===== src/rtl/pipeline_flow_ctrl_if.sv =====
// Handshake bundle between the pipeline datapath and the central flow controller.
// The datapath drives hazard/branch status (master); the controller returns PC-select and stage enables (slave).
interface pipeline_flow_ctrl_if;
    logic       ID_Branch_i;
    logic       ID_predict_i;
    logic [4:0] ID_Rs1_i;
    logic [4:0] ID_Rs2_i;
    logic       EX_MemRead_i;
    logic [4:0] EX_Rd_i;
    logic       EX_Branch_i;
    logic       Predict_wrong_i;
    logic       mem_busy_i;

    logic [1:0] pc_sel_o;
    logic       pc_write_o;
    logic       IFID_write_o;
    logic       IFID_flush_o;
    logic       IDEX_write_o;
    logic       IDEX_flush_o;
    logic       EXMEM_write_o;
    logic       pred_upd_o;

    modport slave (
        input  ID_Branch_i, ID_predict_i, ID_Rs1_i, ID_Rs2_i,
        input  EX_MemRead_i, EX_Rd_i, EX_Branch_i, Predict_wrong_i, mem_busy_i,
        output pc_sel_o, pc_write_o, IFID_write_o, IFID_flush_o,
        output IDEX_write_o, IDEX_flush_o, EXMEM_write_o, pred_upd_o
    );

    modport master (
        output ID_Branch_i, ID_predict_i, ID_Rs1_i, ID_Rs2_i,
        output EX_MemRead_i, EX_Rd_i, EX_Branch_i, Predict_wrong_i, mem_busy_i,
        input  pc_sel_o, pc_write_o, IFID_write_o, IFID_flush_o,
        input  IDEX_write_o, IDEX_flush_o, EXMEM_write_o, pred_upd_o
    );
endinterface


===== src/rtl/pipeline_flow_ctrl.sv =====
// Central stall/flush/redirect sequencer for the 5-stage pipeline.
// Optional branch/mispredict statistics are built only when BRANCH_STATS_EN is defined.
module pipeline_flow_ctrl #(
    parameter int CNT_W = 32
) (
    input  logic               clk_i,
    input  logic               rst_i,
    pipeline_flow_ctrl_if.slave ctrl,
    output logic [CNT_W-1:0]   branch_cnt_o,
    output logic [CNT_W-1:0]   mispredict_cnt_o
);

    typedef enum logic [1:0] {
        ST_RUN       = 2'd0,
        ST_LU_BUBBLE = 2'd1,
        ST_FREEZE    = 2'd2
    } st_t;

    localparam logic [1:0] PC_SEL_SEQ  = 2'b00;
    localparam logic [1:0] PC_SEL_PRED = 2'b01;
    localparam logic [1:0] PC_SEL_FIX  = 2'b10;

    st_t  st_q;
    st_t  st_d;

    logic       lu;
    logic       mp;
    logic [1:0] pc_sel;
    logic       pc_write;
    logic       ifid_write;
    logic       ifid_flush;
    logic       idex_write;
    logic       idex_flush;
    logic       exmem_write;
    logic       pred_upd;

    assign lu = ctrl.EX_MemRead_i && (ctrl.EX_Rd_i != 5'd0) &&
                ((ctrl.EX_Rd_i == ctrl.ID_Rs1_i) || (ctrl.EX_Rd_i == ctrl.ID_Rs2_i));
    assign mp = ctrl.EX_Branch_i && ctrl.Predict_wrong_i;

    always_ff @(posedge clk_i or negedge rst_i) begin
        if (!rst_i) begin
            st_q <= ST_RUN;
        end else begin
            st_q <= st_d;
        end
    end

    always_comb begin
        st_d        = ST_RUN;
        pc_sel      = PC_SEL_SEQ;
        pc_write    = 1'b1;
        ifid_write  = 1'b1;
        ifid_flush  = 1'b0;
        idex_write  = 1'b1;
        idex_flush  = 1'b0;
        exmem_write = 1'b1;
        // One update per resolved branch: a frozen EX stage is not counted until it moves.
        pred_upd    = ctrl.EX_Branch_i && !ctrl.mem_busy_i;

        if (!rst_i) begin
            pc_write    = 1'b0;
            ifid_write  = 1'b0;
            idex_write  = 1'b0;
            exmem_write = 1'b0;
            pred_upd    = 1'b0;
        end else if (ctrl.mem_busy_i) begin
            st_d        = ST_FREEZE;
            pc_write    = 1'b0;
            ifid_write  = 1'b0;
            idex_write  = 1'b0;
            exmem_write = 1'b0;
        end else if (mp) begin
            // The ID instruction is squashed, so any load-use it raised is irrelevant.
            pc_sel      = PC_SEL_FIX;
            ifid_flush  = 1'b1;
            idex_flush  = 1'b1;
        end else if (lu && (st_q != ST_LU_BUBBLE)) begin
            st_d        = ST_LU_BUBBLE;
            pc_write    = 1'b0;
            ifid_write  = 1'b0;
            idex_flush  = 1'b1;
        end else if (ctrl.ID_Branch_i && ctrl.ID_predict_i) begin
            pc_sel      = PC_SEL_PRED;
            ifid_flush  = 1'b1;
        end
    end

    assign ctrl.pc_sel_o      = pc_sel;
    assign ctrl.pc_write_o    = pc_write;
    assign ctrl.IFID_write_o  = ifid_write;
    assign ctrl.IFID_flush_o  = ifid_flush;
    assign ctrl.IDEX_write_o  = idex_write;
    assign ctrl.IDEX_flush_o  = idex_flush;
    assign ctrl.EXMEM_write_o = exmem_write;
    assign ctrl.pred_upd_o    = pred_upd;

`ifdef BRANCH_STATS_EN
    localparam logic [CNT_W-1:0] CNT_ONE = {{(CNT_W-1){1'b0}}, 1'b1};

    logic [1:0] cnt_inc;

    assign cnt_inc[0] = pred_upd;
    assign cnt_inc[1] = pred_upd && ctrl.Predict_wrong_i;

    // Index 0 counts resolved branches, index 1 counts mispredicts; both stick at all-ones.
    genvar gi;
    generate
        for (gi = 0; gi < 2; gi++) begin : g_cnt
            logic [CNT_W-1:0] cnt_q;

            always_ff @(posedge clk_i or negedge rst_i) begin
                if (!rst_i) begin
                    cnt_q <= '0;
                end else if (cnt_inc[gi] && (cnt_q != {CNT_W{1'b1}})) begin
                    cnt_q <= cnt_q + CNT_ONE;
                end
            end
        end
    endgenerate

    assign branch_cnt_o     = g_cnt[0].cnt_q;
    assign mispredict_cnt_o = g_cnt[1].cnt_q;
`else
    assign branch_cnt_o     = '0;
    assign mispredict_cnt_o = '0;
`endif

endmodule


===== src/flat_wrapper.sv =====
// flat-port wrapper written by rule: the top's interface ports become plain ports
module pipeline_flow_ctrl_flat 
#(
    parameter int CNT_W = 32
)
  (clk_i, rst_i, branch_cnt_o, mispredict_cnt_o, ctrl_ID_Branch_i, ctrl_ID_predict_i, ctrl_ID_Rs1_i, ctrl_ID_Rs2_i, ctrl_EX_MemRead_i, ctrl_EX_Rd_i, ctrl_EX_Branch_i, ctrl_Predict_wrong_i, ctrl_mem_busy_i, ctrl_pc_sel_o, ctrl_pc_write_o, ctrl_IFID_write_o, ctrl_IFID_flush_o, ctrl_IDEX_write_o, ctrl_IDEX_flush_o, ctrl_EXMEM_write_o, ctrl_pred_upd_o);
  pipeline_flow_ctrl_if ctrl_i ();
  input  logic clk_i;
  input  logic rst_i;
  output logic [CNT_W-1:0] branch_cnt_o;
  output logic [CNT_W-1:0] mispredict_cnt_o;
  input wire logic [$bits(ctrl_i.ID_Branch_i)-1:0] ctrl_ID_Branch_i;
  input wire logic [$bits(ctrl_i.ID_predict_i)-1:0] ctrl_ID_predict_i;
  input wire logic [$bits(ctrl_i.ID_Rs1_i)-1:0] ctrl_ID_Rs1_i;
  input wire logic [$bits(ctrl_i.ID_Rs2_i)-1:0] ctrl_ID_Rs2_i;
  input wire logic [$bits(ctrl_i.EX_MemRead_i)-1:0] ctrl_EX_MemRead_i;
  input wire logic [$bits(ctrl_i.EX_Rd_i)-1:0] ctrl_EX_Rd_i;
  input wire logic [$bits(ctrl_i.EX_Branch_i)-1:0] ctrl_EX_Branch_i;
  input wire logic [$bits(ctrl_i.Predict_wrong_i)-1:0] ctrl_Predict_wrong_i;
  input wire logic [$bits(ctrl_i.mem_busy_i)-1:0] ctrl_mem_busy_i;
  output wire logic [$bits(ctrl_i.pc_sel_o)-1:0] ctrl_pc_sel_o;
  output wire logic [$bits(ctrl_i.pc_write_o)-1:0] ctrl_pc_write_o;
  output wire logic [$bits(ctrl_i.IFID_write_o)-1:0] ctrl_IFID_write_o;
  output wire logic [$bits(ctrl_i.IFID_flush_o)-1:0] ctrl_IFID_flush_o;
  output wire logic [$bits(ctrl_i.IDEX_write_o)-1:0] ctrl_IDEX_write_o;
  output wire logic [$bits(ctrl_i.IDEX_flush_o)-1:0] ctrl_IDEX_flush_o;
  output wire logic [$bits(ctrl_i.EXMEM_write_o)-1:0] ctrl_EXMEM_write_o;
  output wire logic [$bits(ctrl_i.pred_upd_o)-1:0] ctrl_pred_upd_o;
  assign ctrl_i.ID_Branch_i = ctrl_ID_Branch_i;
  assign ctrl_i.ID_predict_i = ctrl_ID_predict_i;
  assign ctrl_i.ID_Rs1_i = ctrl_ID_Rs1_i;
  assign ctrl_i.ID_Rs2_i = ctrl_ID_Rs2_i;
  assign ctrl_i.EX_MemRead_i = ctrl_EX_MemRead_i;
  assign ctrl_i.EX_Rd_i = ctrl_EX_Rd_i;
  assign ctrl_i.EX_Branch_i = ctrl_EX_Branch_i;
  assign ctrl_i.Predict_wrong_i = ctrl_Predict_wrong_i;
  assign ctrl_i.mem_busy_i = ctrl_mem_busy_i;
  assign ctrl_pc_sel_o = ctrl_i.pc_sel_o;
  assign ctrl_pc_write_o = ctrl_i.pc_write_o;
  assign ctrl_IFID_write_o = ctrl_i.IFID_write_o;
  assign ctrl_IFID_flush_o = ctrl_i.IFID_flush_o;
  assign ctrl_IDEX_write_o = ctrl_i.IDEX_write_o;
  assign ctrl_IDEX_flush_o = ctrl_i.IDEX_flush_o;
  assign ctrl_EXMEM_write_o = ctrl_i.EXMEM_write_o;
  assign ctrl_pred_upd_o = ctrl_i.pred_upd_o;
  pipeline_flow_ctrl #(.CNT_W(CNT_W)) u_core (.clk_i(clk_i), .rst_i(rst_i), .ctrl(ctrl_i), .branch_cnt_o(branch_cnt_o), .mispredict_cnt_o(mispredict_cnt_o));
endmodule

===== config.mk =====
export PLATFORM = sky130hd
export DESIGN_NAME = pipeline_flow_ctrl_flat
export DESIGN_NICKNAME = d
export VERILOG_FILES = /design/src/rtl/pipeline_flow_ctrl_if.sv /design/src/rtl/pipeline_flow_ctrl.sv /design/src/flat_wrapper.sv
export SDC_FILE = /design/constraint.sdc
export NUM_CORES = 1
export LEC_CHECK = 0
export CAP_MARGIN = 20
export CORE_MARGIN = 2
export CORE_UTILIZATION = 29
export CTS_BUF_LIST = sky130_fd_sc_hd__clkbuf_8
export CTS_CLUSTER_DIAMETER = 50
export DETAILED_ROUTE_END_ITERATION = 6
export GPL_TIMING_DRIVEN = 0
export PLACE_DENSITY = 0.87
export SLEW_MARGIN = 20
export SYNTH_ARGS = -nofsm -noshare
export SYNTH_HDL_FRONTEND = slang
export SYNTH_SLANG_ARGS = --single-unit

===== constraint.sdc =====
create_clock -name clk_i -period 3.9 [get_ports clk_i]
set_input_delay 0.78 -clock clk_i [delete_from_list [all_inputs] [get_ports clk_i]]
set_output_delay 0.78 -clock clk_i [all_outputs]
set_load 0.01 [all_outputs]

* Yosys cells after proc, flatten, opt, wreduce, memory -nomap -nowiden *
Index checks and enable logic that the tools add are counted.

word-level totals
  bits in read-only memories = 0
  logic and storage cells = 38
  input bits = 23
  memory bits (writable) = 0
  bits in latches = 0
  memories kept = 0
  register bits = 2
  output and inout bits = 73

operators by class
  add/sub/neg operators = 0
  multiply operators = 0
  mux-type cells = 25
  bitwise logic cells = 0
  div/mod/pow operators = 0
  reduce and logical (&&, ||, !) cells = 9
  shifts and indexed selects = 0
  order comparisons = 0
  eq/ne operators = 3

operators by type and width
  operator                                        count
  two-way mux 1 bit                               18
  two-way mux 2 bit                               7
  == test 5 bit                                   2
  logical AND 1 bit                               6
  nonzero test 5 bit                              1
  != test 2 x 1 -> 1 bit (second input constant)  1
  zero test 1 bit                                 1
  logical OR 1 bit                                1

* Logic depth before layout (Yosys ltp) *
  depth after elaboration = 8
  mapped depth = 5
  gate-level depth less buffers = 4

* Least setup slack after synthesis *
OpenSTA, ideal clock, no wires.

  path type = input port to output port
  start = in ctrl_EX_Rd_i[0]
  end = out ctrl_pc_write_o
  stages = 5
  slack = 1.110 ns
  buffers on the path = 1
  arrival = 2.010 ns
  cells stage by stage = or4_4 > o221ai_2 > a21oi_2 > a21oi_1 > buf_4

between the ends
  word-level cells in the longest chain between the ends = 8
  elaborated cells between the ends (all ways) = 11
  those cells by class = eq/ne (2); mux (4); reduce/logical (5)

ends and longest elaborated chain
  item                                                   line                                                source
  start, declared                                        flat_wrapper.sv:17                                  input wire logic [$bits(ctrl_i.EX_Rd_i)-1:0] ctrl_EX_Rd_i;
  == test 5 bit or nonzero test 5 bit (tied branches)    pipeline_flow_ctrl.sv:38, pipeline_flow_ctrl.sv:37
  logical OR 1 bit or logical AND 1 bit (tied branches)  pipeline_flow_ctrl.sv:38, pipeline_flow_ctrl.sv:37
  logical AND 1 bit *                                    pipeline_flow_ctrl.sv:37                            assign lu = ctrl.EX_MemRead_i && (ctrl.EX_Rd_i != 5'd0) &&
  logical AND 1 bit *                                    pipeline_flow_ctrl.sv:78                            end else if (lu && (st_q != ST_LU_BUBBLE)) begin
  two-way mux 1 bit * (4 in a row)                       -
  end, declared                                          flat_wrapper.sv:22                                  output wire logic [$bits(ctrl_i.pc_write_o)-1:0] ctrl_pc_write_o;

Mark *: on every way between the ends. The rest lies on a longest branch, timed or not.

* Final worst setup path *
  start = in ctrl_EX_Rd_i[0]
  end = out ctrl_pc_write_o

between the ends
  word-level cells in the longest chain between the ends = 8
  elaborated cells between the ends (all ways) = 11
  those cells by class = eq/ne (2); mux (4); reduce/logical (5)

ends and longest elaborated chain
  item                                                   line                                                source
  == test 5 bit or nonzero test 5 bit (tied branches)    pipeline_flow_ctrl.sv:38, pipeline_flow_ctrl.sv:37
  logical OR 1 bit or logical AND 1 bit (tied branches)  pipeline_flow_ctrl.sv:38, pipeline_flow_ctrl.sv:37
  logical AND 1 bit *                                    pipeline_flow_ctrl.sv:37
  logical AND 1 bit *                                    pipeline_flow_ctrl.sv:78
  two-way mux 1 bit *                                    pipeline_flow_ctrl.sv:78
  two-way mux 1 bit *                                    pipeline_flow_ctrl.sv:73                            end else if (mp) begin
  two-way mux 1 bit *                                    pipeline_flow_ctrl.sv:67                            end else if (ctrl.mem_busy_i) begin
  two-way mux 1 bit *                                    pipeline_flow_ctrl.sv:61                            if (!rst_i) begin

Marks and branches as above.

==> impl_metrics.json <==
{
  "comb_power_share_pct": 56.7,
  "ys_ff_latch": 2,
  "grt_max_degree": 6,
  "fin_ws_ns": 0.160,
  "rows": 19,
  "final_period_minus_worst_setup_slack_ns": 3.74,
  "rsz0062_at_grt": "no",
  "fin_worst_skew_ns": 0.00467,
  "min_path_type": "input pin to async pin",
  "power_frac_seq_pct": 9.0,
  "cts-root-buf": "clkbuf_8",
  "synth_top_area_cell": "buf_4",
  "ios": 96,
  "r2r_slack_ns": 2.93,
  "cts_buffers": 3,
  "cts.path.max_buffers": 2,
  "maxCapViolCount": 0,
  "startpoint_type": "input pin",
  "antenna_cells": 0,
  "synth_top_area_share_pct": 62.2,
  "cts_resized": 0,
  "place_worst_setup_slack_ns": 0.136,
  "synth.most_common_cell": "buf_4",
  "wl_per_cell_um": 7.05,
  "seq_area_frac_synth_pct": 6.28,
  "synth_commonest_cells": "66 x buf_4, 10 x xnor2_1, 3 x nand2_1",
  "switching_share_pct": 31.4,
  "crit_fanout": 3,
  "dieWidth_um": 56.4,
  "clkLatencyLatePin_ns": 0.22,
  "synth_top_cells_by_area": "buf_4 62%, xnor2_1 11%, dfrtp_1 6.3%",
  "drv_slew": 0,
  "via_count": 748,
  "setup_violations": 0,
  "power_density_mw_per_mm2": 171,
  "synth_edf_count": 0,
  "path_clk_slew_ns": 0.03,
  "h-tree-depth": 1,
  "largest-register": "u_core.st_q",
  "yosysWarningCount": 0,
  "cp.arrival_ns": 2.96,
  "yosysUniqueCellTypes": 21,
  "clock-sinks": 2,
  "antenna_found_initial": 0,
  "p_int_mw": 0.167,
  "dp_hpwl_um": 1500,
  "core-area_mm2": 0.00269,
  "outcome": "complete, no violations",
  "switchingPower_mw": 0.0766,
  "crit_end": "ctrl_pc_write_o",
  "cp.required_ns": 3.12,
  "grt_pass1_wl_um": 2440,
  "async_reset_ff_share_pct": 100,
  "reg_top3": "u_core.st_q x2",
  "ff2ff_path_depth": 2,
  "postRouteWirelength_um": 1630,
  "post-route-drc-count": 0,
  "finalHoldViolCount": 0,
  "vdd_drop_max_v": 0.000183,
  "startpoint": "ctrl_EX_Rd_i[0]",
  "cts_hold_buf": 0,
  "grt_overflow": 0,
  "avgSynthCellArea_um2": 7.74,
  "area_growth_syn_to_layout_pct": 78.7,
  "worstSetupPathType": "input pin to output port",
  "leakagePower_nw": 0.816,
  "cts_tree": "yes",
  "synth_ff_type": "dfrtp_1",
  "port_buffers": 31,
  "endpoint_kind": "output port",
  "clkPwrFrac_pct": 34.3,
  "r2r_start": "u_core.st_q[1]$_DFF_PN0_",
  "first_iter_violations": 6,
  "nets": 225,
  "drive_above_1_share_pct": 37.0,
  "ant_nets": 0,
  "largest_reg_flops": 2,
  "die_area_mm2": 0.00318,
  "synth_cells": 103,
  "final.period_utilization_pct": 95.9,
  "start_util_pct": 29.7,
  "rr_endpoint": "u_core.st_q[0]$_DFF_PN0_",
  "via_per_inst": 3.24,
  "fmax_mhz": 267,
  "place_congestion": 0.670,
  "grt_pass1_vias": 605,
  "die_h_um": 56.4,
  "post_cts_buffers": 0,
  "drtPass1Iterations": 2,
  "track_usage_pct": 9.66,
  "syn_area_um2": 797,
  "timing.setup.tns_ns": 0
}
-- cell families (layout without fill, tap and decap cells) --
logic type | after synthesis | after routing | share of synthesized area (%)
AOI/OAI and AO/OA | 9 | 9 | 9.89
other | 1 | 64 | 0.471
DFF | 2 | 2 | 6.28
and+or+nand+nor | 13 | 13 | 9.26
xor gates and xnor gates | 10 | 10 | 11.0
buffers and inverters | 68 | 102 | 63.1
-- how the worst min path moves through the flow --
stage / endpoint / depth (start not counted) / slack, ns / start
2_1_floorplan: u_core.st_q[0]$_DFF_PN0_ / 0 / 0.48 / rst_i
3_3_place_gp: u_core.st_q[0]$_DFF_PN0_ / 2 / 0.76 / u_core.st_q[1]$_DFF_PN0_
3_5_place_dp: u_core.st_q[0]$_DFF_PN0_ / 2 / 0.79 / u_core.st_q[1]$_DFF_PN0_
4_1_cts: u_core.st_q[0]$_DFF_PN0_ / 1 / 0.76 / rst_i
5_1_grt: u_core.st_q[1]$_DFF_PN0_ / 1 / 0.77 / rst_i
6_report: u_core.st_q[0]$_DFF_PN0_ / 1 / 0.76 / rst_i
-- per-layer routing --
| metal | global-route usage [%] | wire [um] | up-vias | part of all wire, % |
|---|---|---|---|---|
| met3 | 4.38 | 288 | 2 | 18 |
| met1 | 9.50 | 569 | 283 | 35 |
| met5 | 0 | 0 | - | 0 |
| met2 | 17.8 | 757 | 66 | 46 |
| li1 | - | - | 397 | - |
| met4 | 3.06 | 13 | 0 | 0.80 |
-- power groups by stage --
stage	clock, mW	sequential [mW]	combinational [mW]
floorplan	0	0.0221	0.0978
global placement	0	0.0221	0.135
detailed placement	0	0.0222	0.136
CTS	0.0853	0.0220	0.136
global route	0.0885	0.0220	0.149
finish	0.0836	0.0220	0.138
-- per-stage QoR --
stage / cell area (um2) / std cells / util, % / power, mW / hold WS, ns
3_5_place_dp: 1380 / 228 / 51.5 / 0.158 / 0.789
5_1_grt: 1420 / 231 / 53.0 / 0.259 / 0.767
6_report: 1420 / 231 / 53.0 / 0.244 / 0.758
4_1_cts: 1420 / 231 / 53.0 / 0.244 / 0.761
2_1_floorplan: 1030 / 166 / - / 0.120 / 0.484
3_3_place_gp: 1380 / 228 / 51.5 / 0.157 / 0.765
-- layout make-up --
cell class,count,area (um2)
buffer,66,495
clock buffer,3,41.3
fill,258,1260
inverter,2,7.51
multi-input combinational,96,480
sequential,2,50.0
tap,31,38.8
timing repair buffer,31,310
-- placed cells by master (no fill, tap or decap), drive strengths merged, types with 3 or more instances in the layout --
master,count
conb,64
a21oi,3
clkbuf,3
clkdlybuf4s50,31
xnor2,10
nand2,3
buf,66
-- critical path: stages --
cell             delay [ns]
clkdlybuf4s50_1        0.48
or4_4                  0.59
o221ai_2               0.21
a21oi_2                0.06
a21oi_1                0.19
buf_4                  0.13
clkdlybuf4s50_1        0.52
Note: power is estimated with default switching activity, not from simulation.
==> variant, RTL diff (same flow settings) <==
`CNT_W` is set to 32 in 2 places; all go to 28.
--- a/src/rtl/pipeline_flow_ctrl.sv
+++ b/src/rtl/pipeline_flow_ctrl.sv
@@ -1,7 +1,7 @@
 // Central stall/flush/redirect sequencer for the 5-stage pipeline.
 // Optional branch/mispredict statistics are built only when BRANCH_STATS_EN is defined.
 module pipeline_flow_ctrl #(
-    parameter int CNT_W = 32
+    parameter int CNT_W = 28
 ) (
     input  logic               clk_i,
     input  logic               rst_i,
--- a/src/flat_wrapper.sv
+++ b/src/flat_wrapper.sv
@@ -1,7 +1,7 @@
 // flat-port wrapper written by rule: the top's interface ports become plain ports
 module pipeline_flow_ctrl_flat 
 #(
-    parameter int CNT_W = 32
+    parameter int CNT_W = 28
 )
   (clk_i, rst_i, branch_cnt_o, mispredict_cnt_o, ctrl_ID_Branch_i, ctrl_ID_predict_i, ctrl_ID_Rs1_i, ctrl_ID_Rs2_i, ctrl_EX_MemRead_i, ctrl_EX_Rd_i, ctrl_EX_Branch_i, ctrl_Predict_wrong_i, ctrl_mem_busy_i, ctrl_pc_sel_o, ctrl_pc_write_o, ctrl_IFID_write_o, ctrl_IFID_flush_o, ctrl_IDEX_write_o, ctrl_IDEX_flush_o, ctrl_EXMEM_write_o, ctrl_pred_upd_o);
   pipeline_flow_ctrl_if ctrl_i ();
Ports: changed (resized branch_cnt_o and mispredict_cnt_o); port bits go from 96 to 88. No check against the original RTL was run, so the function may have changed too.
==> variant against the original RTL <==
Die area fell by 7.0%; area after synthesis fell by 7.5%; fmax rose by 0.48%; critical path type unchanged; wire length fell by 4.2%; largest power group unchanged; design area fell by 6.4%; power fell by 5.6%; setup slack improved by 0.018 ns; sequential cell count did not move.
==> variant: results (changes against the original RTL) <==
P per Cell Area=172.8 nW/um2 (+0.89%); top cells by count, synth=buf_4, xnor2_1, nand2_1; global-route wire length before repair=2.228 mm (-8.8%); clock skew=0.001858 ns (-0.002808 ns); Post-Synth Adder-Cell Area=0% (unchanged); Comb power=128 uW (-7%); RePlAce Congestion=0.6615 (-1.2%); layout net count=209 (-7.1%); Synth Area in XOR/XNOR=11.88% (+0.90 points); NetSw=68.40 uW (-11%); LEAKAGE=0.7465 nW (-8.5%); first drt pass iteration count=1 (-1); Min-Delay Path Class=in2async; met1 usage=8.483% (-1.0 points); Clk Latency, worst-skew pair=0.21 ns; post-synthesis compound-gate area fraction=10.70% (+0.81 points); I/O Buffers=31 (unchanged); Worst VDD drop=0.1776 mV (-3.1%); worst-path fanout max=3 (unchanged); Total GRT Usage=10.31% (+0.65 points); Vias/cell=3.206 (-1.0%); CTS root buf=clkbuf_8; status=finished clean; total wire length=1.561 mm (-4.2%); initial antenna violation count=0 (unchanged); biggest registers after layout=u_core.st_q (2); Setup crit start=ctrl_EX_Rd_i[0]; Yosys top cell area share=59.08% (-3.1 points); mux cell area share after synthesis=0% (unchanged); Synth area leaders=buf_4, xnor2_1, dfrtp_1; GR Util met3=2.459% (-1.9 points); post-CTS sizing=0 (unchanged); Arr. time, crit path=2.94 ns (-0.02 ns); met2 GRT Util=22.49% (+4.7 points); First DRT Iteration DRCs=0 (-6); layout cell share with drive strength beyond 1=35.87% (-1.1 points); post-synthesis sequential area ratio=6.791% (+0.51 points); max incr delay on CP=0.58 ns; number of global-route vias before repair=573 (-5.3%); HPWL Detailed=1.483 mm (-1.2%); Fillers=240 (-7.0%); worst r2r src=u_core.st_q[1]$_DFF_PN0_; Inserted Diodes=0 (unchanged); Sequential Power Share=9.5% (+0.5 points); Clock Pin Slew Worst Setup and Hold Paths=0.03 ns (about the same); largest net degree at the start of global routing=6 (unchanged)
-- variant: changes by cell type in the layout (fill, tap and decap cells not counted), sizes merged --
cell,delta
conb,-8
buf,-8
-- variant: kinds of logic after synthesis --
logic type | after synthesis
other cells | 1
simple gates | 13
buf+inv | 60
xor+xnor | 10
flops | 2
compound gates | 9
-- variant: layout make-up --
type / instances / share of cell area, %
clock buffers: 3 / 3.099
repair buffers: 31 / 23.29
plain buffers: 58 / 32.68
inverters: 2 / 0.5634
multi-input cells: 88 / 33.80
well taps: 30 / 2.817
flip-flops and latches: 2 / 3.756
-- variant: per-layer routing --
layer / vias up / wire [um]
met5: - / 0
met4: 0 / 6
met3: 2 / 194
met2: 42 / 916
met1: 272 / 445
li1: 370 / -
-- variant: path summary, 6_finish.rpt --
kind                            slack (ns)                       end  depth (start not counted)
max in group asynchronous             2.99  u_core.st_q[1]$_DFF_PN0_                          1
worst max register to register        2.92  u_core.st_q[0]$_DFF_PN0_                          2
worst max-delay path                  0.18           ctrl_pc_write_o                          7
worst min-delay path                  0.76  u_core.st_q[0]$_DFF_PN0_                          1
min in group clk_i                    0.80  u_core.st_q[0]$_DFF_PN0_                          2
worst min register to register        0.80  u_core.st_q[0]$_DFF_PN0_                          2
-- variant: metrics by stage --
stage                     instances  hold slack (ns)  instance area (um2)  util [%]  worst slack [ns]
after floorplan                 150           0.4844                943.4         -             1.110
after global placement          211           0.7723                 1291     53.09            0.1743
after detailed placement        211           0.7864                 1291     53.09            0.1511
after CTS                       214           0.7616                 1333     54.78            0.1480
after global routing            214           0.7693                 1333     54.78           0.06202
final                           214           0.7611                 1333     54.78            0.1777
